`config.mk`:
```
export PLATFORM = sky130hd
export DESIGN_NAME = stepper_phase_sequencer_flat
export DESIGN_NICKNAME = d
export VERILOG_FILES = /design/src/rtl/stepper_phase_sequencer_if.sv /design/src/rtl/stepper_phase_sequencer.sv /design/src/flat_wrapper.sv
export SDC_FILE = /design/constraint.sdc
export NUM_CORES = 1
export LEC_CHECK = 0
export ABC_AREA = 1
export BUFFER_PORTS_ARGS = -buffer_cell sky130_fd_sc_hd__buf_2
export CORE_ASPECT_RATIO = 1.25
export CORE_MARGIN = 2
export CORE_UTILIZATION = 45
export DETAILED_ROUTE_END_ITERATION = 7
export PLACE_DENSITY_LB_ADDON = 0.12
export SETUP_SLACK_MARGIN = 0.1
export SKIP_CTS_REPAIR_TIMING = 1
export SYNTH_ARGS = -nofsm -noshare
export SYNTH_HDL_FRONTEND = slang
export SYNTH_SLANG_ARGS = --single-unit
```
`constraint.sdc`:
```
create_clock -name clk -period 4.5 [get_ports clk]
set_input_delay 0.45 -clock clk [delete_from_list [all_inputs] [get_ports clk]]
set_output_delay 0.45 -clock clk [all_outputs]
set_load 0.01 [all_outputs]
```
`src/rtl/stepper_phase_sequencer_if.sv`:
```
// Move-command channel between the curtain controller and the phase sequencer.
// Latency: wires only, no storage.
// Backpressure: cmd_ready from the sequencer qualifies cmd_valid from the controller.
interface stepper_phase_sequencer_if #(
  parameter int STEP_W = 16
);
  logic              cmd_valid;
  logic              cmd_ready;
  logic              cmd_dir;
  logic [STEP_W-1:0] cmd_steps;
  logic              cmd_abort;

  // Curtain control side: issues commands and aborts.
  modport master (
    output cmd_valid,
    output cmd_dir,
    output cmd_steps,
    output cmd_abort,
    input  cmd_ready
  );

  // Sequencer side: consumes commands.
  modport slave (
    input  cmd_valid,
    input  cmd_dir,
    input  cmd_steps,
    input  cmd_abort,
    output cmd_ready
  );
endinterface

```
`src/rtl/stepper_phase_sequencer.sv`:
```
// Stepper coil sequencer: executes move commands one step per tick, tracks absolute position.
// Latency: all outputs registered; new phase/pos/done appear one clk after the causing tick or command.
// Backpressure: cmd_ready low while stepping (RUN); commands accepted in IDLE and HOLD.
module stepper_phase_sequencer #(
  parameter int STEP_W     = 16,
  parameter int POS_W      = 16,
  parameter int HALF_STEP  = 1,
  parameter int HOLD_TICKS = 50
) (
  input  logic                     clk,
  input  logic                     rst_n,
  input  logic                     tick,
  stepper_phase_sequencer_if.slave cmd_if,
  output logic [3:0]               phase,
  output logic                     busy,
  output logic                     done,
  output logic                     aborted,
  output logic [POS_W-1:0]         pos
);

  typedef enum logic [1:0] {IDLE, RUN, HOLD} state_t;

  localparam logic [2:0] IDX_MAX   = (HALF_STEP != 0) ? 3'd7 : 3'd3;
  localparam logic [7:0] HOLD_LOAD = 8'(HOLD_TICKS);

  state_t            state, state_nxt;
  logic [2:0]        idx, idx_nxt, idx_step;
  logic [POS_W-1:0]  pos_nxt;
  logic [STEP_W-1:0] rem, rem_nxt;
  logic [7:0]        hold_cnt, hold_nxt;
  logic              dir, dir_nxt;
  logic              ready, ready_nxt;
  logic [3:0]        phase_nxt;
  logic              busy_nxt, done_nxt, aborted_nxt;
  logic              accept, cmd_zero;

  // Coil pattern for a table index; full-step mode only ever uses indices 0..3.
  function automatic logic [3:0] pattern(input logic [2:0] i);
    logic [3:0] p;
    if (HALF_STEP != 0) begin
      case (i)
        3'd0:    p = 4'b0001;
        3'd1:    p = 4'b0011;
        3'd2:    p = 4'b0010;
        3'd3:    p = 4'b0110;
        3'd4:    p = 4'b0100;
        3'd5:    p = 4'b1100;
        3'd6:    p = 4'b1000;
        default: p = 4'b1001;
      endcase
    end else begin
      case (i[1:0])
        2'd0:    p = 4'b0011;
        2'd1:    p = 4'b0110;
        2'd2:    p = 4'b1100;
        default: p = 4'b1001;
      endcase
    end
    return p;
  endfunction

  assign cmd_if.cmd_ready = ready;
  assign accept           = cmd_if.cmd_valid && ready;
  assign cmd_zero         = (cmd_if.cmd_steps == '0);
  assign idx_step = dir ? ((idx == IDX_MAX) ? 3'd0 : idx + 3'd1)
                        : ((idx == 3'd0) ? IDX_MAX : idx - 3'd1);

  // Next-state and next-output decode; everything holds unless a branch says otherwise.
  always_comb begin
    state_nxt   = state;
    idx_nxt     = idx;
    pos_nxt     = pos;
    rem_nxt     = rem;
    hold_nxt    = hold_cnt;
    dir_nxt     = dir;
    ready_nxt   = ready;
    phase_nxt   = phase;
    busy_nxt    = busy;
    done_nxt    = 1'b0;
    aborted_nxt = 1'b0;
    case (state)
      IDLE: begin
        phase_nxt = 4'b0000;
        busy_nxt  = 1'b0;
        ready_nxt = 1'b1;
        if (accept) begin
          dir_nxt = cmd_if.cmd_dir;
          rem_nxt = cmd_if.cmd_steps;
          if (cmd_zero) begin
            done_nxt = 1'b1;
          end else begin
            state_nxt = RUN;
            phase_nxt = pattern(idx);
            busy_nxt  = 1'b1;
            ready_nxt = 1'b0;
          end
        end
      end
      RUN: begin
        busy_nxt  = 1'b1;
        ready_nxt = 1'b0;
        // Abort beats a coincident tick: no further step is taken.
        if (cmd_if.cmd_abort) begin
          state_nxt   = HOLD;
          hold_nxt    = HOLD_LOAD;
          done_nxt    = 1'b1;
          aborted_nxt = 1'b1;
          ready_nxt   = 1'b1;
        end else if (tick) begin
          idx_nxt   = idx_step;
          phase_nxt = pattern(idx_step);
          pos_nxt   = dir ? pos + POS_W'(1) : pos - POS_W'(1);
          rem_nxt   = rem - STEP_W'(1);
          if (rem == STEP_W'(1)) begin
            state_nxt = HOLD;
            hold_nxt  = HOLD_LOAD;
            done_nxt  = 1'b1;
            ready_nxt = 1'b1;
          end
        end
      end
      HOLD: begin
        busy_nxt  = 1'b1;
        ready_nxt = 1'b1;
        if (accept && !cmd_zero) begin
          // Coils stay on the current pattern, so motion resumes without a gap.
          state_nxt = RUN;
          dir_nxt   = cmd_if.cmd_dir;
          rem_nxt   = cmd_if.cmd_steps;
          hold_nxt  = 8'd0;
          ready_nxt = 1'b0;
        end else begin
          if (accept) begin
            rem_nxt  = cmd_if.cmd_steps;
            done_nxt = 1'b1;
          end
          if (tick) begin
            if (hold_cnt == 8'd1) begin
              state_nxt = IDLE;
              hold_nxt  = 8'd0;
              phase_nxt = 4'b0000;
              busy_nxt  = 1'b0;
            end else begin
              hold_nxt = hold_cnt - 8'd1;
            end
          end
        end
      end
      default: begin
        state_nxt = IDLE;
        phase_nxt = 4'b0000;
        busy_nxt  = 1'b0;
        ready_nxt = 1'b1;
      end
    endcase
  end

  // State and output registers; reset de-energises the coils immediately.
  always_ff @(posedge clk or negedge rst_n) begin
    if (!rst_n) begin
      state    <= IDLE;
      idx      <= 3'd0;
      pos      <= '0;
      rem      <= '0;
      hold_cnt <= 8'd0;
      dir      <= 1'b0;
      ready    <= 1'b1;
      phase    <= 4'b0000;
      busy     <= 1'b0;
      done     <= 1'b0;
      aborted  <= 1'b0;
    end else begin
      state    <= state_nxt;
      idx      <= idx_nxt;
      pos      <= pos_nxt;
      rem      <= rem_nxt;
      hold_cnt <= hold_nxt;
      dir      <= dir_nxt;
      ready    <= ready_nxt;
      phase    <= phase_nxt;
      busy     <= busy_nxt;
      done     <= done_nxt;
      aborted  <= aborted_nxt;
    end
  end

endmodule

```
`src/flat_wrapper.sv`:
```
// flat-port wrapper written by rule: the top's interface ports become plain ports
module stepper_phase_sequencer_flat 
#(
  parameter int STEP_W     = 16,
  parameter int POS_W      = 16,
  parameter int HALF_STEP  = 1,
  parameter int HOLD_TICKS = 50
)
  (clk, rst_n, tick, phase, busy, done, aborted, pos, cmd_if_cmd_valid, cmd_if_cmd_dir, cmd_if_cmd_steps, cmd_if_cmd_abort, cmd_if_cmd_ready);
  stepper_phase_sequencer_if #(.STEP_W(STEP_W)) cmd_if_i ();
  input  logic clk;
  input  logic rst_n;
  input  logic tick;
  output logic [3:0] phase;
  output logic busy;
  output logic done;
  output logic aborted;
  output logic [POS_W-1:0] pos;
  input wire logic [$bits(cmd_if_i.cmd_valid)-1:0] cmd_if_cmd_valid;
  input wire logic [$bits(cmd_if_i.cmd_dir)-1:0] cmd_if_cmd_dir;
  input wire logic [$bits(cmd_if_i.cmd_steps)-1:0] cmd_if_cmd_steps;
  input wire logic [$bits(cmd_if_i.cmd_abort)-1:0] cmd_if_cmd_abort;
  output wire logic [$bits(cmd_if_i.cmd_ready)-1:0] cmd_if_cmd_ready;
  assign cmd_if_i.cmd_valid = cmd_if_cmd_valid;
  assign cmd_if_i.cmd_dir = cmd_if_cmd_dir;
  assign cmd_if_i.cmd_steps = cmd_if_cmd_steps;
  assign cmd_if_i.cmd_abort = cmd_if_cmd_abort;
  assign cmd_if_cmd_ready = cmd_if_i.cmd_ready;
  stepper_phase_sequencer #(.STEP_W(STEP_W), .POS_W(POS_W), .HALF_STEP(HALF_STEP), .HOLD_TICKS(HOLD_TICKS)) u_core (.clk(clk), .rst_n(rst_n), .tick(tick), .cmd_if(cmd_if_i), .phase(phase), .busy(busy), .done(done), .aborted(aborted), .pos(pos));
endmodule
```
; ---- After elaboration in Yosys (flattened, before gate mapping)
; Index checks and enable logic that the tools add are counted.
[totals]
reg_bits = 54
output_inout_bits = 24
[classes]
eq_ne = 29
mux = 57
bitwise_logic = 1
addsub = 6
reduce_logical = 16
[op_table]
columns = operator, count
row1 = $mux 16, 5
row2 = $pmux 4 s7, 2
row3 = $mux 8, 6
row4 = $pmux 16 s3, 1
row5 = $sub 16x1->16 const B, 2
row6 = $mux 4, 7
row7 = $eq 3x3->1 const B, 7
row8 = $mux 1, 18
row9 = $add 16x1->16 const B, 1
row10 = $eq 16x1->1 const B, 1
row11 = $logic_not 16->1, 1
row12 = $mux 2, 8
row13 = $pmux 8 s2, 1
row14 = $eq 3x2->1 const B, 4
row15 = $pmux 4 s3, 1
row16 = $ne 2x2->1 const B, 5
row17 = $mux 3, 3
row18 = $pmux 1 s3, 3
row19 = $reduce_and 3->1, 3
row20 = $eq 8x1->1 const B, 1
row21 = $sub 8x1->8 const B, 1
row22 = $eq 3x1->1 const B, 2
row23 = $logic_not 3->1, 2
row24 = $ne 2x1->1 const B, 3
row25 = 18 further kinds, 21

; ---- Longest topological paths before layout
; Gate-level depths: netlist of the first run.
[logic_depth]
ltp_word = 8
depth_mapped = 14
ltp_nobuf = 14

; ---- Least setup slack after synthesis of the first run
; OpenSTA, ideal clock, no wires.
[synth_path]
kind = register to register
start = register u_core.dir
end = register u_core.pos[13]
setup_time_ps = 117
path_slack_ps = 2575
t_required_ps = 4383
t_arrival_ps = 1808
path_stages_with_launch = 11
period_less_slack_ps = 1925
path_cell_list = dfrtp_1 > inv_1 > ha_1 > nand2_1 > inv_1 > a21oi_1 > inv_1 > a21oi_1 > nand3_1 > nand3_1 > nand2_1
[synth_via]
elab_chain_len = 1
[synth_lines]
columns = element, line_no
row1 = start: declaration, stepper_phase_sequencer.sv:31  ; logic dir, dir_nxt;
row2 = start signal: assignment, stepper_phase_sequencer.sv:178  ; dir <= dir_nxt;
row3 = $mux 16, stepper_phase_sequencer.sv:112  ; pos_nxt = dir ? pos + POS_W'(1) : pos - POS_W'(1);
row4 = end signal: assignment, stepper_phase_sequencer.sv:175  ; pos <= pos_nxt;
row5 = end: declaration, stepper_phase_sequencer.sv:18  ; output logic [POS_W-1:0] pos
; No other way between the ends.
; A chain may end at the register's enable or synchronous reset.

; ---- Worst setup path after layout of the first run
[layout_path]
start = register u_core.state[1]
end = register u_core.rem[9]
[layout_via]
elab_chain_len = 3
[layout_lines]
columns = element, line_no
row1 = start: declaration, stepper_phase_sequencer.sv:26  ; state_t state, state_nxt;
row2 = start signal: assignment, stepper_phase_sequencer.sv:173  ; state <= state_nxt;
row3 = $eq 2x1->1 (tied with other cells), stepper_phase_sequencer.sv:81  ; case (state)
row4 = $ne 2x2->1 (no source line) or $reduce_bool 3->1 (tied branches), --
row5 = $reduce_and 3->1 (no source line), --
row6 = end signal: assignment, stepper_phase_sequencer.sv:176  ; rem <= rem_nxt;
row7 = end: declaration, stepper_phase_sequencer.sv:29  ; logic [STEP_W-1:0] rem, rem_nxt;
; Several ways; a longest one is shown, not always the timed one.

==> results of run 1 <==
## worst max-delay path: cells and delay by family (launching register included)
family | cells | cell delay (ns)
AO/OA/AOI/OAI | 1 | 0.16
adder cells (fa/ha/maj) | 1 | 0.37
buffers and inverters | 1 | 0.09
flip-flops | 1 | 0.42
AND/OR/NAND/NOR | 5 | 1.19
## per-stage QoR
stage / total power (uW) / utilization (%) / hold slack [ns]
2_1_floorplan: 2700 / - / 0.154
3_3_place_gp: 3170 / 49.6 / 0.459
3_5_place_dp: 3200 / 49.6 / 0.457
4_1_cts: 3620 / 51.3 / 0.319
5_1_grt: 4010 / 51.3 / 0.375
6_report: 3600 / 51.3 / 0.290
## cells in the mapped netlist, drive strengths merged (4+ instances only)
cell / number
xnor2: 9
a21oi: 27
nor2: 61
nor3: 8
inv: 77
a31oi: 4
dfrtp: 53
o21ai: 51
nand4: 8
o22ai: 6
ha: 29
nand3: 52
buf: 10
nand2: 186
nand3b: 4
## routing by layer
metal,GRT usage (%),vias to the layer above
li1,-,2055
met1,24.0,1895
met2,39.2,94
met3,3.15,15
met4,7.38,0
met5,0,-
## cell families (layout without fill, tap and decap cells)
logic type | after synthesis | after routing
buffers and inverters | 88 | 131
XOR/XNOR | 11 | 11
flip-flops | 54 | 54
adder cells (fa/ha/maj) | 30 | 30
AO/OA/AOI/OAI | 100 | 100
AND/OR/NAND/NOR | 321 | 321
## how the worst max path moves through the flow
stage | from | end | slack [ns] | cells past startpoint
2_1_floorplan | u_core.dir$_DFFE_PN0P_ | u_core.pos[13]$_DFFE_PN0P_ | 2.57 | 10
3_3_place_gp | u_core.dir$_DFFE_PN0P_ | u_core.pos[12]$_DFFE_PN0P_ | 2.28 | 10
3_5_place_dp | u_core.dir$_DFFE_PN0P_ | u_core.pos[13]$_DFFE_PN0P_ | 2.25 | 10
4_1_cts | u_core.dir$_DFFE_PN0P_ | u_core.pos[13]$_DFFE_PN0P_ | 2.24 | 11
5_1_grt | u_core.dir$_DFFE_PN0P_ | u_core.pos[13]$_DFFE_PN0P_ | 1.99 | 11
6_report | u_core.state[1]$_DFFE_PN0P_ | u_core.rem[9]$_DFFE_PN0P_ | 2.22 | 8
## final cells by class
type	count	area (um2)	share of cell area, %
Clock buffer	5	125	2.67
Inverter	77	289	6.18
Clock inverter	3	25.0	0.535
Timing Repair Buffer	46	233	4.97
Tap cell	123	154	3.29
Sequential cell	54	1350	28.9
Multi-Input combinational cell	462	2500	53.4
## sequential cells by signal, indices dropped and copies added, names as in the netlist
name	count
u_core.pos	16
u_core.rem	16
u_core.hold_cnt	8
u_core.phase	4
u_core.idx	3
u_core.state	2
u_core.aborted	1
u_core.busy	1
u_core.cmd_if.cmd_ready	1
u_core.dir	1
u_core.done	1
## where the power goes
group          switching (uW)  internal (uW)
Clock                     191            210
Combinational            1490            835
Sequential                177            695
==> results.ini, run 1 <==
[run_status]
status = complete, no violations

[worst_setup_path]
path_cells = inv_1 -> ha_1 -> nand2_1 -> nor3_1 -> nand3_1 -> o22ai_1 -> nand2_1 -> nand2_1
cp-end-kind = register
crit_path_max_incr_delay_ns = 0.50
worstPathRequired_ns = 4.74
worstSetupStartpointType = register
r2r_setup_slack_ns = 2.22
r2r-start = u_core.state[1]$_DFFE_PN0P_
cp.arrival_ns = 2.53
timing.rr.end = u_core.rem[9]$_DFFE_PN0P_
path_max_fanout = 12
reg2regPathDepth = 8
crit_type = register to register
crit_top_cell = nand2_1
cp_slowest_cell = nor3_1

[yosys]
ys.flop_type = dfrtp_1
synth_fa_ha_area_share_pct = 9.07
synth_top_family_by_area = simple AND/OR/NAND/NOR gates
synth.distinct_cells = 42
synthMuxAreaShare_pct = 0
synth-edff-count = 0
ys_warn_count = 0
postSynthAreaPerCell_um2 = 6.99
yosysTopAreaCell = dfrtp_1
ys_ff_latch = 54
synth-async-reset-ratio_pct = 100
synth-simple-area-share_pct = 34.3
synth_top_area_share_pct = 31.4
netlist_top_cells_area = dfrtp_1 31%, nand2_1 16%, ha_1 8.6%, inv_1 6.0%, nand3_1 5.9%
synth_xor_area_share_pct = 2.28
synth_area_um2 = 4220
syn_nets = 656
synth_cells = 604
ys_seq_area_share_pct = 32.0
synth_compound_area_share_pct = 13.6

[cts]
clock_latency_ns = 0.30
cts_max_level = 2
clk_pin_slew_ns = 0.08
clock_sinks = 54
clockBufferDepth = 2
cts_buffers = 5
cts_tree = done
root_buffer = clkbuf_16

[placed_design]
dp_slack_ns = 2.25
io_buffers = 45
dp.cells = 762
place_area_um2 = 4530
dp_hpwl_um = 7830
gp_congestion = 0.901

[power_and_ir_drop]
p_leak_uw = 0.00251
peakVddDrop_v = 0.000287
power_density_nw_per_um2 = 769

[sta]
fmax_ghz = 0.438
rsz0062_at_grt = no
fin_tns_setup_ns = 0
finalSetupViolations = 0
finalCritPeriodShare_pct = 50.7
tightest_slew_ns = 0.718
post-route-min-period_ns = 2.28
slew_headroom_pct = 52.1
slew_violations = 0
hold_viol = 0
layout_setup_ws_ns = 2.22
fin_skew_ns = 0.00990

[final_layout]
layout_common_cells = 175 x nand2_1, 68 x inv_1, 53 x dfrtp_1, 50 x nand3_1, 48 x nor2_1
stdcell_area_um2 = 4680
antenna_cells = 0
layoutNonFillerInstCount = 770
syn2layout_area_growth_pct = 10.9
drive_gt1_share_pct = 15.1
finalNetCount = 698
final_common_cell = nand2_1
fill_cells = 931

[detailed_routing]
via_count = 4059
routed.top_layer = met4
drc = 0
dr_wl_met3_um = 397
wire_per_inst_um = 13.1
dr_wl_met2_um = 5340
routed_via_density = 5.27
first_pass_iters = 5
wirelength_um = 10100
ant_nets = 0
m1WireLength_um = 4190
drtIter0Drc = 152

[grt]
overflow = 0
grt_start_max_net_pins = 55
antenna_found_initial = 0
grt_use_total_pct = 20.9
grt_pass1_wl_um = 17700
grt_pass1_vias = 4076

[floorplanning]
die_h_um = 112
rows = 39
initial_core_util_pct = 46.2
dieWidth_um = 90.6
ios = 46
dieArea_um2 = 10200
coreArea_um2 = 9130

[flow_run]
maxCapViolCount = 0

[hold_path]
hp-class = primary input to async pin

No activity file was read; power rests on OpenSTA's default activity.
==> run 2: changes to the inputs <==
- clock period: 4.5 -> 2.1 ns (I/O delays scaled with it)
==> run 2 against run 1 <==
Compared with the run above:
- first-iteration DRC count grew 38%
- sequential share of layout area shrank 1.4 points
- critical endpoint is now u_core.pos[10]$_DFFE_PN0P_
- setup slack lost 2.0 ns
- total power grew 130%
==> results.ini, run 2 (synthesized netlist as in run 1, its figures left out) <==
[floorplanning]
dieWidth_um = 90.6
dieArea_um2 = 10200
initial_core_util_pct = 46.2
rows = 39
coreArea_um2 = 9130
ios = 46
die_h_um = 112

[worst_setup_path]
crit_family = simple AND/OR/NAND/NOR gates
cp.arrival_ns = 2.06
crit_path_max_incr_delay_ns = 0.38
cp-end-kind = register
worstPathRequired_ns = 2.29
path_max_fanout = 15
critPathBufInv = 2
crit_type = register to register
crit_top_cell = nand2_1
cp_slowest_cell = dfrtp_1
worstSetupStartpointType = register
path_cells = inv_1 -> buf_12 -> ha_1 -> a21oi_1 -> nand2_1 -> nand2_1 -> nand2_1 -> nand2_1 -> nand3b_1 -> nand3_1 -> nand2_1

[sta]
slew_headroom_pct = 69.6
fin_tns_setup_ns = 0
hold_viol = 0
post-route-min-period_ns = 1.87
tightest_slew_ns = 0.457
finalSetupViolations = 0
fin_skew_ns = 0.0122
rsz0062_at_grt = yes
finalCritPeriodShare_pct = 89.1
fmax_ghz = 0.534
slew_violations = 0

[power_and_ir_drop]
sw_frac_of_total_pct = 49.8
p_int_uw = 4210
p_comb_share_pct = 65.9
peakVddDrop_v = 0.000587
fin_total_pwr_uw = 8380
switching_power_uw = 4180
power_density_nw_per_um2 = 1700
share_seq_of_total_power_pct = 22.4
p_leak_uw = 0.00263
pwr-share-clk_pct = 11.8

[detailed_routing]
via_count = 4134
drtIter0Drc = 209
first_pass_iters = 4
wirelength_um = 10800
wire_per_inst_um = 13.6
ant_nets = 0
routed_via_density = 5.22
drc = 0

[final_layout]
final_common_cell = nand2_1
syn2layout_area_growth_pct = 16.7
antenna_cells = 0
fill_cells = 900
finalNetCount = 720
largestRegisters = u_core.pos x16, u_core.rem x16, u_core.hold_cnt x8
regArea_um2 = 1350
multi_input_area_um2 = 2530
layout_common_cells = 175 x nand2_1, 67 x inv_1, 53 x dfrtp_1, 49 x nand3_1, 48 x nor2_1
drive_gt1_share_pct = 19.1

[cts]
clk_pin_slew_ns = 0.07
clock_sinks = 54
clockBufferDepth = 2
clock_latency_ns = 0.31
cts_tree = done
cts_buffers = 5
root_buffer = clkbuf_16
cts_max_level = 2

[grt]
grt_pass1_wl_um = 18000
antenna_found_initial = 0
grt_use_total_pct = 21.6
grt_pass1_vias = 4023
overflow = 0
grt_start_max_net_pins = 37

[placed_design]
dp_hpwl_um = 8230
gp_congestion = 0.916
io_buffers = 45

[run_status]
status = complete, no violations

[flow_run]
maxCapViolCount = 0

[hold_path]
hp-class = primary input to register

run 2: changes by cell type in the layout (fill, tap and decap cells not counted), moves of 2 or more:
| cell | previous run | this run |
|---|---|---|
| a21oi_2 | 0 | 4 |
| ha_1 | 29 | 27 |
| a21oi_1 | 27 | 23 |
| buf_4 | 1 | 20 |
| o21ai_0 | 36 | 34 |
| buf_12 | 0 | 2 |
| ha_2 | 0 | 2 |
run 2: path summary, 6_finish.rpt:
check	startpoint	endpoint	slack [ns]	depth (start not counted)
min reg2reg	u_core.phase[1]$_DFFE_PN0P_	u_core.phase[1]$_DFFE_PN0P_	0.49	2
max in group asynchronous	rst_n	u_core.hold_cnt[7]$_DFFE_PN0P_	1.15	3
min	cmd_if_cmd_dir	u_core.dir$_DFFE_PN0P_	0.18	3
max	u_core.dir$_DFFE_PN0P_	u_core.pos[10]$_DFFE_PN0P_	0.23	11
max reg2reg	u_core.dir$_DFFE_PN0P_	u_core.pos[10]$_DFFE_PN0P_	0.23	11
min in group asynchronous	rst_n	u_core.phase[2]$_DFFE_PN0P_	0.39	2
run 2: through the flow:
stage	util, %	hold slack, ns	setup slack [ns]	cell area (um2)	std cells
2_1_floorplan	-	-0.0856	0.175	4220	604
5_1_grt	54.0	0.189	0.0887	4920	792
3_5_place_dp	51.0	0.187	0.162	4650	775
3_3_place_gp	51.0	0.186	0.174	4650	775
4_1_cts	52.9	-0.152	0.141	4830	783
6_report	54.0	0.183	0.229	4920	792
run 2: power by group through the flow:
stage / registers (uW) / logic, uW / clock network, uW
2_1_floorplan: 1900 / 3880 / 0
3_3_place_gp: 1880 / 5150 / 0
3_5_place_dp: 1880 / 5220 / 0
4_1_cts: 1870 / 5250 / 1020
5_1_grt: 1930 / 6250 / 1050
6_report: 1870 / 5520 / 987
run 2: layout make-up:
type                       count  area share (%)
multi-input combinational    462            51.4
sequential                    54            27.5
timing repair buffer          68            8.64
inverter                      77            5.87
tap                          123            3.13
clock buffer                   5            2.54
clock inverter                 3           0.991
run 2: routing by layer:
layer	track usage [%]	wire length (um)	up-vias
met3	3.15	414	27
met4	10.3	294	0
met1	24.3	4440	1910
met2	39.9	5660	102
li1	-	-	2095
met5	0	0	-
run 2: worst register-to-register path: stages (launching register included):
cell,delay [ns]
dfrtp_1,0.38
inv_1,0.11
buf_12,0.16
ha_1,0.29
a21oi_1,0.16
nand2_1,0.12
nand2_1,0.09
nand2_1,0.14
nand2_1,0.12
nand3b_1,0.08
nand3_1,0.08
nand2_1,0.06
